<file path="src/rtl/alu_writeback_if.sv">
// Handshake bus between the ALU, the writeback stage and the register-file write port.
// The master side is the environment (ALU driver plus register file); the slave side is the stage.
interface alu_writeback_if #(
  parameter int DATA_W  = 16,
  parameter int RADDR_W = 3
);
  logic               in_valid;
  logic               in_ready;
  logic [DATA_W-1:0]  in_result;
  logic [3:0]         in_cc;
  logic               in_wen;
  logic [RADDR_W-1:0] in_dst;
  logic               in_setcc;
  logic               in_branch;
  logic [3:0]         in_cond;
  logic [DATA_W-1:0]  in_target;

  logic               wb_valid;
  logic               wb_ready;
  logic [RADDR_W-1:0] wb_addr;
  logic [DATA_W-1:0]  wb_data;

  modport master (
    output in_valid, in_result, in_cc, in_wen, in_dst,
           in_setcc, in_branch, in_cond, in_target,
    input  in_ready,
    output wb_ready,
    input  wb_valid, wb_addr, wb_data
  );

  modport slave (
    input  in_valid, in_result, in_cc, in_wen, in_dst,
           in_setcc, in_branch, in_cond, in_target,
    output in_ready,
    input  wb_ready,
    output wb_valid, wb_addr, wb_data
  );
endinterface

</file>
<file path="src/rtl/alu_writeback.sv">
// Writeback stage behind the ALU: commits condition codes, resolves branches against
// the committed flags, and buffers register writes in a 2-entry FIFO toward a shared,
// back-pressuring write port. A saturating counter tracks cycles the port stalled us.
module alu_writeback #(
  parameter int DATA_W  = 16,
  parameter int RADDR_W = 3
) (
  input  logic              clk,
  input  logic              reset_n,
  alu_writeback_if.slave    bus,
  output logic [3:0]        cc_q,
  output logic              br_taken,
  output logic [DATA_W-1:0] br_target,
  output logic [15:0]       stall_cnt
);

  typedef enum logic [3:0] {
    COND_AL = 4'd0,
    COND_EQ = 4'd1,
    COND_NE = 4'd2,
    COND_LT = 4'd3,
    COND_GE = 4'd4,
    COND_CS = 4'd5,
    COND_CC = 4'd6,
    COND_MI = 4'd7,
    COND_PL = 4'd8,
    COND_VS = 4'd9,
    COND_VC = 4'd10,
    COND_GT = 4'd11,
    COND_LE = 4'd12,
    COND_NV13 = 4'd13,
    COND_NV14 = 4'd14,
    COND_NV15 = 4'd15
  } cond_e;

  logic [RADDR_W-1:0] buf_addr [2];
  logic [DATA_W-1:0]  buf_data [2];
  logic               wr_ptr;
  logic               rd_ptr;
  logic [1:0]         count;

  logic  accept;
  logic  push;
  logic  pop;
  logic  cond_true;
  cond_e cond;
  logic  flag_n, flag_z, flag_c, flag_v;

  // Ready only depends on registered occupancy, so upstream never sees a combinational loop.
  assign bus.in_ready = (count != 2'd2);
  assign bus.wb_valid = (count != 2'd0);
  assign bus.wb_addr  = buf_addr[rd_ptr];
  assign bus.wb_data  = buf_data[rd_ptr];

  assign accept = bus.in_valid & bus.in_ready;
  assign push   = accept & bus.in_wen;
  assign pop    = bus.wb_valid & bus.wb_ready;

  assign cond   = cond_e'(bus.in_cond);
  assign flag_n = cc_q[3];
  assign flag_z = cc_q[2];
  assign flag_c = cc_q[1];
  assign flag_v = cc_q[0];

  // Branch condition decode against the flags committed before this edge.
  always_comb begin
    cond_true = 1'b0;
    case (cond)
      COND_AL: cond_true = 1'b1;
      COND_EQ: cond_true = flag_z;
      COND_NE: cond_true = ~flag_z;
      COND_LT: cond_true = flag_n ^ flag_v;
      COND_GE: cond_true = ~(flag_n ^ flag_v);
      COND_CS: cond_true = flag_c;
      COND_CC: cond_true = ~flag_c;
      COND_MI: cond_true = flag_n;
      COND_PL: cond_true = ~flag_n;
      COND_VS: cond_true = flag_v;
      COND_VC: cond_true = ~flag_v;
      COND_GT: cond_true = ~flag_z & ~(flag_n ^ flag_v);
      COND_LE: cond_true = flag_z | (flag_n ^ flag_v);
      default: cond_true = 1'b0;
    endcase
  end

  // Write FIFO: storage, pointers and occupancy; push and pop together leave count unchanged.
  always_ff @(posedge clk or negedge reset_n) begin
    if (!reset_n) begin
      for (int i = 0; i < 2; i++) begin
        buf_addr[i] <= '0;
        buf_data[i] <= '0;
      end
      wr_ptr <= 1'b0;
      rd_ptr <= 1'b0;
      count  <= 2'd0;
    end else begin
      if (push) begin
        buf_addr[wr_ptr] <= bus.in_dst;
        buf_data[wr_ptr] <= bus.in_result;
        wr_ptr           <= ~wr_ptr;
      end
      if (pop) begin
        rd_ptr <= ~rd_ptr;
      end
      case ({push, pop})
        2'b10:   count <= count + 2'd1;
        2'b01:   count <= count - 2'd1;
        default: count <= count;
      endcase
    end
  end

  // Architectural condition-code register, updated only by accepted setcc instructions.
  always_ff @(posedge clk or negedge reset_n) begin
    if (!reset_n) begin
      cc_q <= 4'b0000;
    end else if (accept && bus.in_setcc) begin
      cc_q <= bus.in_cc;
    end
  end

  // Branch resolution: one-cycle taken pulse, target remembered from the last taken branch.
  always_ff @(posedge clk or negedge reset_n) begin
    if (!reset_n) begin
      br_taken  <= 1'b0;
      br_target <= '0;
    end else if (accept && bus.in_branch && cond_true) begin
      br_taken  <= 1'b1;
      br_target <= bus.in_target;
    end else begin
      br_taken  <= 1'b0;
    end
  end

  // Stall counter: cycles where a write is pending but the port refuses it, saturating.
  always_ff @(posedge clk or negedge reset_n) begin
    if (!reset_n) begin
      stall_cnt <= 16'd0;
    end else if (bus.wb_valid && !bus.wb_ready && (stall_cnt != 16'hFFFF)) begin
      stall_cnt <= stall_cnt + 16'd1;
    end
  end

endmodule

</file>
<file path="src/flat_wrapper.sv">
// flat-port wrapper written by rule: the top's interface ports become plain ports
module alu_writeback_flat 
#(
  parameter int DATA_W  = 16,
  parameter int RADDR_W = 3
)
  (clk, reset_n, cc_q, br_taken, br_target, stall_cnt, bus_in_valid, bus_in_result, bus_in_cc, bus_in_wen, bus_in_dst, bus_in_setcc, bus_in_branch, bus_in_cond, bus_in_target, bus_in_ready, bus_wb_ready, bus_wb_valid, bus_wb_addr, bus_wb_data);
  alu_writeback_if #(.DATA_W(DATA_W), .RADDR_W(RADDR_W)) bus_i ();
  input  logic clk;
  input  logic reset_n;
  output logic [3:0] cc_q;
  output logic br_taken;
  output logic [DATA_W-1:0] br_target;
  output logic [15:0] stall_cnt;
  input wire logic [$bits(bus_i.in_valid)-1:0] bus_in_valid;
  input wire logic [$bits(bus_i.in_result)-1:0] bus_in_result;
  input wire logic [$bits(bus_i.in_cc)-1:0] bus_in_cc;
  input wire logic [$bits(bus_i.in_wen)-1:0] bus_in_wen;
  input wire logic [$bits(bus_i.in_dst)-1:0] bus_in_dst;
  input wire logic [$bits(bus_i.in_setcc)-1:0] bus_in_setcc;
  input wire logic [$bits(bus_i.in_branch)-1:0] bus_in_branch;
  input wire logic [$bits(bus_i.in_cond)-1:0] bus_in_cond;
  input wire logic [$bits(bus_i.in_target)-1:0] bus_in_target;
  output wire logic [$bits(bus_i.in_ready)-1:0] bus_in_ready;
  input wire logic [$bits(bus_i.wb_ready)-1:0] bus_wb_ready;
  output wire logic [$bits(bus_i.wb_valid)-1:0] bus_wb_valid;
  output wire logic [$bits(bus_i.wb_addr)-1:0] bus_wb_addr;
  output wire logic [$bits(bus_i.wb_data)-1:0] bus_wb_data;
  assign bus_i.in_valid = bus_in_valid;
  assign bus_i.in_result = bus_in_result;
  assign bus_i.in_cc = bus_in_cc;
  assign bus_i.in_wen = bus_in_wen;
  assign bus_i.in_dst = bus_in_dst;
  assign bus_i.in_setcc = bus_in_setcc;
  assign bus_i.in_branch = bus_in_branch;
  assign bus_i.in_cond = bus_in_cond;
  assign bus_i.in_target = bus_in_target;
  assign bus_in_ready = bus_i.in_ready;
  assign bus_i.wb_ready = bus_wb_ready;
  assign bus_wb_valid = bus_i.wb_valid;
  assign bus_wb_addr = bus_i.wb_addr;
  assign bus_wb_data = bus_i.wb_data;
  alu_writeback #(.DATA_W(DATA_W), .RADDR_W(RADDR_W)) u_core (.clk(clk), .reset_n(reset_n), .bus(bus_i), .cc_q(cc_q), .br_taken(br_taken), .br_target(br_target), .stall_cnt(stall_cnt));
endmodule
</file>
<file path="config.mk">
export PLATFORM = sky130hd
export DESIGN_NAME = alu_writeback_flat
export DESIGN_NICKNAME = d
export VERILOG_FILES = /design/src/rtl/alu_writeback_if.sv /design/src/rtl/alu_writeback.sv /design/src/flat_wrapper.sv
export SDC_FILE = /design/constraint.sdc
export NUM_CORES = 1
export LEC_CHECK = 0
export CELL_PAD_IN_SITES_DETAIL_PLACEMENT = 1
export CELL_PAD_IN_SITES_GLOBAL_PLACEMENT = 2
export CORE_MARGIN = 4
export CORE_UTILIZATION = 36
export DETAILED_ROUTE_END_ITERATION = 10
export DONT_BUFFER_PORTS = 1
export PLACE_DENSITY_LB_ADDON = 0.15
export SYNTH_ARGS = -nofsm -noshare
export SYNTH_HDL_FRONTEND = slang
export SYNTH_SLANG_ARGS = --single-unit
export TNS_END_PERCENT = 100
</file>
<file path="constraint.sdc">
create_clock -name clk -period 1.65 [get_ports clk]
set_input_delay 0.33 -clock clk [delete_from_list [all_inputs] [get_ports clk]]
set_output_delay 0.33 -clock clk [all_outputs]
set_load 0.05 [all_outputs]
</file>
==> results of run 1 <==
## per-stage QoR
step | instance area (sq um) | utilization [%] | instances | TNS (ns)
3_3_place_gp | 5041 | 43.77 | 560 | -2.087
2_1_floorplan | 4427 | - | 379 | -3.269
5_1_grt | 6098 | 52.96 | 596 | -4.639
6_report | 6098 | 52.96 | 596 | -1.541
3_5_place_dp | 5041 | 43.77 | 560 | -3.460
4_1_cts | 5708 | 49.57 | 582 | -1.989
## layout make-up
class	instances	area (sq um)	area share, %
clock buffer	10	229.0	3.755
sequential	79	1996	32.72
multi-input combinational	264	2740	44.93
tap	143	178.9	2.934
inverter	3	11.26	0.1847
clock inverter	5	58.81	0.9643
timing repair buffer	92	884.6	14.51
## logic make-up (layout without fill, tap and decap cells)
logic type / after synthesis / count (layout) / synth area share [%]
adder cells (fa/ha/maj): 2 / 2 / 0.5850
multiplexers: 65 / 65 / 17.06
AO/OA/AOI/OAI: 94 / 94 / 17.06
XOR/XNOR: 19 / 19 / 3.891
AND/OR/NAND/NOR: 83 / 84 / 11.38
flip-flops: 79 / 79 / 46.23
buffers and inverters: 37 / 110 / 3.803
## path summary, 6_finish.rpt
path                                     from                  end  cells after the start
max                            u_core.cc_q[3]      u_core.br_taken                      5
min                                   reset_n  u_core.buf_data[10]                      0
max reg2reg                    u_core.cc_q[3]      u_core.br_taken                      5
min reg2reg                u_core.buf_addr[1]   u_core.buf_addr[1]                      1
max in group asynchronous             reset_n  u_core.stall_cnt[2]                      0
min in group clk            bus_in_result[12]  u_core.buf_data[12]                      1
## flip-flops by register name, summed over array words and instances (netlist names)
register / flops
u_core.br_target: 16
u_core.wr_ptr: 1
u_core.br_taken: 1
u_core.count: 2
u_core.rd_ptr: 1
u_core.cc_q: 4
u_core.buf_data: 32
u_core.stall_cnt: 16
u_core.buf_addr: 6
## routing by layer
metal	share of wire [%]	up-vias	global-route usage (%)
li1	-	1611	-
met4	1.2	0	6.422
met1	43	1789	23.17
met2	49	98	29.96
met3	6.9	10	6.530
met5	0	-	0
## power by group through the flow
stage               combinational (W)  clock (W)  sequential, W
floorplan                     0.00406          0        0.00396
global placement              0.00608          0        0.00320
detailed placement            0.00618          0        0.00327
CTS                           0.00687    0.00205        0.00328
global route                  0.00796    0.00211        0.00343
finish                        0.00755    0.00198        0.00335
## cell usage in the layout, fill, tap and decap left out, drive strengths merged, types with 2 or more instances in the layout
cell type  netlist  final
clkinvlp         0      2
and3             2      2
a31oi           16     16
clkbuf          20     10
mux2            63     63
buf             14     92
nand4           35     35
nor2             7      7
o211ai          17     17
nor3             2      2
a21oi            4      4
o21a            16     16
xnor2           10     10
or3              2      2
nand2           12     12
and2             3      3
or2              3      4
ha               2      2
nand2b           3      3
nand3            8      8
dfrtp           79     79
o41ai           16     16
mux2i            2      2
inv              3      4
xor2             9      9
o31ai           16     16
## repair_timing
action	4_1_cts	5_1_grt
pin swaps	13	13
hold endpoints to repair	79	79
endpoints found under the setup margin	64	71
gates cloned	0	1
buffers inserted	7	13
gates resized for setup	52	49
## worst register-to-register path, stage by stage (launching register included)
cell	delay (ns)
dfrtp_2	0.44
xor2_4	0.21
o41a_1	0.38
and2_4	0.20
buf_12	0.14
a2111oi_4	0.27
==> summary.md, run 1 <==
| Metric | Value |
|---|---|
| Status | finished with violations |
| Violated checks | negative hold slack, negative setup slack |
| Count leader, synth | dfrtp_1 |
| TritonCTS clock tree | done |
| Critical-path cell list | xor2_4 > o41a_1 > and2_4 > buf_12 > a2111oi_4 |
| Fin. max-slew vios | 0 |
| Worst Hold Class | input port to asynchronous set/reset pin |
| # port buffers | 0 |
| CP Launch Type | flip-flop |
| Worst slack at placement | -0.1220 ns |
| Synthesized area per cell | 11.28 sq um |
| Initial DRC count | 169 |
| VDD IR max | 0.001108 V |
| Core Area | 0.01152 sq mm |
| Vias in the first global route | 3730 |
| Switch Pwr | 0.005877 W |
| Fmax | 569.2 MHz |
| Pwr Total | 0.01288 W |
| Critical Path AT | 2.00 ns |
| DR pass1 iterations | 4 |
| Share of layout cells above drive strength 1 | 54.97% |
| Period minus WS final | 1.757 ns |
| Maxcap violations | 0 |
| Ys async rst share | 100.0% |
| Clock Power Share | 15.4% |
| Vias post-DR | 3508 |
| Sequential share of power | 26.0% |
| First-pass GRT wire length | 19650 microns |
| Slowest-stage cell, CP | dfrtp_2 |
| Int Pwr | 0.006998 W |
| Routed length per placed instance | 22.17 microns |
| Post-detail-place hpwl | 8364 microns |
| Worst setup margin | -0.1070 ns |
| CP required | 1.89 ns |
| Io pins | 108 |
| Seq/Total Area, Yosys | 46.23% |
| Largest net degree at the start of global routing | 80 |
| Cells after Synth | 379 |
| Yosys warns | 0 |
| H-tree Lvls | 3 |
| Clk_skew | 0.006195 ns |
| DRC viols | 0 |
| Area contributors post-synth | dfrtp_1 (46%), mux2_2 (17%), nand4_1 (5.0%), o41ai_1 (3.3%), o211ai_1 (3.0%) |
| CTS Buf Count | 9 |
| CP endpoint kind | flip-flop |
| CP Class | flip-flop to flip-flop |
| ANT cells | 0 |
| DIE HEIGHT | 117.0 microns |
| Slowest stage delay, CP | 0.44 ns |
| Worst Path Buf+Inv | 1 |
| Synth area leader | dfrtp_1 |
| Initial antenna violation count | 0 |
| Clk pin slew, worst setup/hold paths | 0.06 ns |
| Unique masters post-synth | 45 |
| Fin Hold WS | -0.3198 ns |
| Max_slew headroom | 64.01% |
| Setup violators final | 29 |
| Initial core utilization | 37.14% |
| Overall routing resource usage | 18.57% |
| Post-synth EDFFs | 0 |
| Worst skew pair latency | 0.34 ns |
| Max FO, Critical Path | 9 |
| Antenna-violating nets left | 0 |
| Logic pwr share | 58.6% |
| Switching Share | 45.65% |
| CTS root buffer | clkbuf_16 |
| Chip Width | 117.0 microns |
| Top delay family on crit path | compound AO/OA/AOI/OAI gates |
| Netlist area before placement | 0.004277 sq mm |
| Num rows | 39 |
| Leakage power | 2.408 nW |
| Worst reg-to-reg setup slack | -0.11 ns |
| Final #Nets | 501 |
| Final Hold Viols | 79 |
| Period utilization | 106.5% |
| Tightest Pin Transition | 0.5399 ns |
| PD cells | 2111 mW/mm^2 |
| Ys flop type | dfrtp_1 |
| RD Place Congestion | 0.7592 |
| Maximum clock insertion buffer count | 2 |
| #FFs+latches synth | 79 |
| Fillcell total | 1174 |
| Final WL | 13210 microns |
| Clock sink count | 79 |
| Syn_nets | 431 |
| Routed vias/inst | 5.886 |
| P&R area growth vs syn | 42.60% |
| Unrepaired setup endpoints after global routing | true |
| Post-synth top cells | dfrtp_1 (79), mux2_2 (63), nand4_1 (34), clkbuf_1 (20), o211ai_1 (17) |
| Top cell type's share of synthesized area | 46.23% |
| Grt ovf | 0 |
| Die ar. | 0.01369 sq mm |
Note: power is estimated with default switching activity, not from simulation.
==> inputs of run 2 (changes only) <==
- SKIP_CTS_REPAIR_TIMING: not set -> 1
==> run 2 against run 1 <==
Net effect: the run still ends with negative hold slack, negative setup slack left; utilization is 0.66 points lower; wire length is 0.63% higher; critical path type unchanged; combinational power hardly changed; critical path depth is 1 higher; clock skew is 0.0010 ns lower; critical endpoint is now u_core.br_target[10]; die area stayed put; worst setup slack worse by 0.15 ns.
==> summary.md, run 2 (synthesized netlist as in run 1, its figures left out) <==
| Metric | Value |
|---|---|
| Critical Path AT | 2.15 ns (+0.15 ns) |
| Antenna-violating nets left | 0 (unchanged) |
| CP required | 1.90 ns (about the same) |
| PD cells | 2136 mW/mm^2 (+1.2%) |
| Chip Width | 117.0 microns (unchanged) |
| # port buffers | 0 (unchanged) |
| H-tree Lvls | 3 (unchanged) |
| Int Pwr | 0.006994 W (about the same) |
| Largest Register | u_core.buf_data |
| Routed length per placed instance | 22.46 microns (+1.3%) |
| First-pass GRT wire length | 18810 microns (-4.3%) |
| Fin Hold WS | -0.3212 ns (-0.001436 ns) |
| Fillcell total | 1189 (+1.3%) |
| Largest register FFs | 32 (unchanged) |
| Setup violators final | 50 (+72%) |
| Clk pin slew, worst setup/hold paths | 0.06 ns (about the same) |
| Leakage power | 2.399 nW (-0.37%) |
| CTS Buf Count | 9 (unchanged) |
| Top flop regs | u_core.buf_data (32), u_core.br_target (16), u_core.stall_cnt (16) |
| Share of layout cells above drive strength 1 | 53.45% (-1.5 points) |
| Initial antenna violation count | 0 (unchanged) |
| Busiest grt layer | met2 |
| Final cell count without fillers | 592 (-0.67%) |
| Max FO, Critical Path | 20 (+11) |
| Grt met2 use | 27.83% (-2.1 points) |
| Most frequent cells in the layout | dfrtp_1 (64), buf_4 (63), mux2_2 (42) |
| Final TNS setup | -2.837 ns (-1.296 ns) |
| CP endpoint kind | flip-flop |
| Cells on worst reg2reg path | 6 (+1) |
| Max_slew headroom | 63.62% (-0.39 points) |
| Fin. max-slew vios | 0 (unchanged) |
| CTS root buffer | clkbuf_16 |
| Period utilization | 115.5% (+9.0 points) |
| Worst setup margin | -0.2550 ns (-0.1480 ns) |
| CP Launch Type | flip-flop |
| Final WL | 13290 microns (+0.63%) |
| CP Class | flip-flop to flip-flop |
| Switching Share | 45.62% (about the same) |
| Clk_skew | 0.005180 ns (-0.001015 ns) |
| DR pass1 iterations | 4 (unchanged) |
| DRC viols | 0 (unchanged) |
| Routed vias/inst | 6.012 (+2.1%) |
| VDD IR max | 0.001120 V (+1.1%) |
| Switch Pwr | 0.005867 W (-0.16%) |
| ANT cells | 0 (unchanged) |
| RD Place Congestion | 0.7592 (unchanged) |
| Final #Nets | 497 (-0.80%) |
| Maximum clock insertion buffer count | 2 (unchanged) |
| Placed insts | 560 (unchanged) |
| Status | finished with violations |
| Unrepaired setup endpoints after global routing | true |
| Num rows | 39 (unchanged) |
| Violated checks | negative hold slack, negative setup slack |
| Post-detail-place hpwl | 8364 microns (unchanged) |
| TritonCTS clock tree | done |
| Pwr Total | 0.01286 W (-0.10%) |
| Grt ovf | 0 (unchanged) |
| Core Area | 0.01152 sq mm (unchanged) |
| Die ar. | 0.01369 sq mm (unchanged) |
| Final Hold Viols | 79 (unchanged) |
| Io pins | 108 (unchanged) |
| Largest net degree at the start of global routing | 80 (unchanged) |
| Met1 Track Usage GR | 23.26% (+0.096 points) |
| Clock sink count | 79 (unchanged) |
| Met3 usage | 6.118% (-0.41 points) |
| DIE HEIGHT | 117.0 microns (unchanged) |
| Logic pwr share | 58.6% (about the same) |
| Period minus WS final | 1.905 ns (+0.1480 ns) |
| Sequential share of power | 26.0% (about the same) |
| Vias in the first global route | 3578 (-4.1%) |
| Vias post-DR | 3559 (+1.5%) |
| Worst Hold Class | input port to asynchronous set/reset pin |
| Fmax | 524.9 MHz (-7.8%) |
| Clock Power Share | 15.4% (about the same) |
| Initial core utilization | 37.14% (unchanged) |
| Maxcap violations | 0 (unchanged) |
| Worst skew pair latency | 0.34 ns (about the same) |
| Design area | 0.006022 sq mm (-1.3%) |
| DP Area | 0.005041 sq mm (unchanged) |
| P&R area growth vs syn | 40.81% |
| Initial DRC count | 207 (+22%) |
| Tightest Pin Transition | 0.5457 ns (+0.005828 ns) |
| Overall routing resource usage | 17.62% (-0.95 points) |
| Commonest non-fill, non-tap cell in the layout | dfrtp_1 |
[run 2: cell types whose count changed in the layout (fill, tap and decap cells not counted), moves of 3 or more]
cell | before | now
a31oi_4 | 7 | 10
o41ai_4 | 7 | 0
o41ai_2 | 8 | 13
buf_6 | 13 | 8
buf_4 | 67 | 63
a31oi_1 | 6 | 3
o31ai_2 | 7 | 0
o31ai_1 | 9 | 16
[run 2: critical path, stage by stage, from the launching register on]
cell,delay (ns)
dfrtp_2,0.44
xor2_4,0.21
o22a_2,0.24
buf_12,0.17
o41ai_2,0.54
a31oi_4,0.05
o211ai_1,0.13
[run 2: cell type report]
| type | count | area (sq um) | area share [%] |
|---|---|---|---|
| Clock inverter | 5 | 58.81 | 0.9765 |
| Inverter | 3 | 13.76 | 0.2285 |
| Multi-Input combinational cell | 265 | 2663 | 44.21 |
| Timing Repair Buffer | 87 | 883.3 | 14.67 |
| Clock buffer | 10 | 229.0 | 3.802 |
| Tap cell | 143 | 178.9 | 2.971 |
| Sequential cell | 79 | 1996 | 33.14 |
[run 2: worst paths after layout]
| kind | from | endpoint | slack (ns) |
|---|---|---|---|
| worst max-delay path | u_core.cc_q[3] | u_core.br_target[10] | -0.26 |
| worst min-delay path | reset_n | u_core.cc_q[1] | -0.32 |
| worst max register to register | u_core.cc_q[3] | u_core.br_target[10] | -0.26 |
| worst min register to register | u_core.buf_addr[1] | u_core.buf_addr[1] | 0.51 |
| max in group asynchronous | reset_n | u_core.stall_cnt[2] | 1.84 |
| min in group clk | bus_in_result[9] | u_core.buf_data[9] | 0.13 |
[run 2: power groups by stage]
stage	Combinational, W	Clock, W	Sequential [W]
2_1_floorplan	0.00406	0	0.00396
3_3_place_gp	0.00608	0	0.00320
3_5_place_dp	0.00618	0	0.00327
4_1_cts	0.00620	0.00205	0.00324
5_1_grt	0.00791	0.00211	0.00344
6_report	0.00754	0.00198	0.00334
[run 2: metal layers]
| metal | vias up | wire, microns | part of all wire [%] |
|---|---|---|---|
| li1 | 1601 | - | - |
| met1 | 1837 | 5709 | 43 |
| met2 | 113 | 6533 | 49 |
| met3 | 8 | 934 | 7.0 |
| met4 | 0 | 116 | 0.87 |
| met5 | - | 0 | 0 |
[run 2: per-stage QoR]
| stage | hold slack (ns) | util, % | setup slack (ns) |
|---|---|---|---|
| 2_1_floorplan | 0.03441 | - | -0.1956 |
| 3_3_place_gp | 0.03753 | 43.77 | -0.08237 |
| 3_5_place_dp | 0.03716 | 43.77 | -0.1220 |
| 4_1_cts | -0.3411 | 46.27 | -0.1427 |
| 5_1_grt | -0.3444 | 52.29 | -0.3055 |
| 6_report | -0.3212 | 52.29 | -0.2550 |
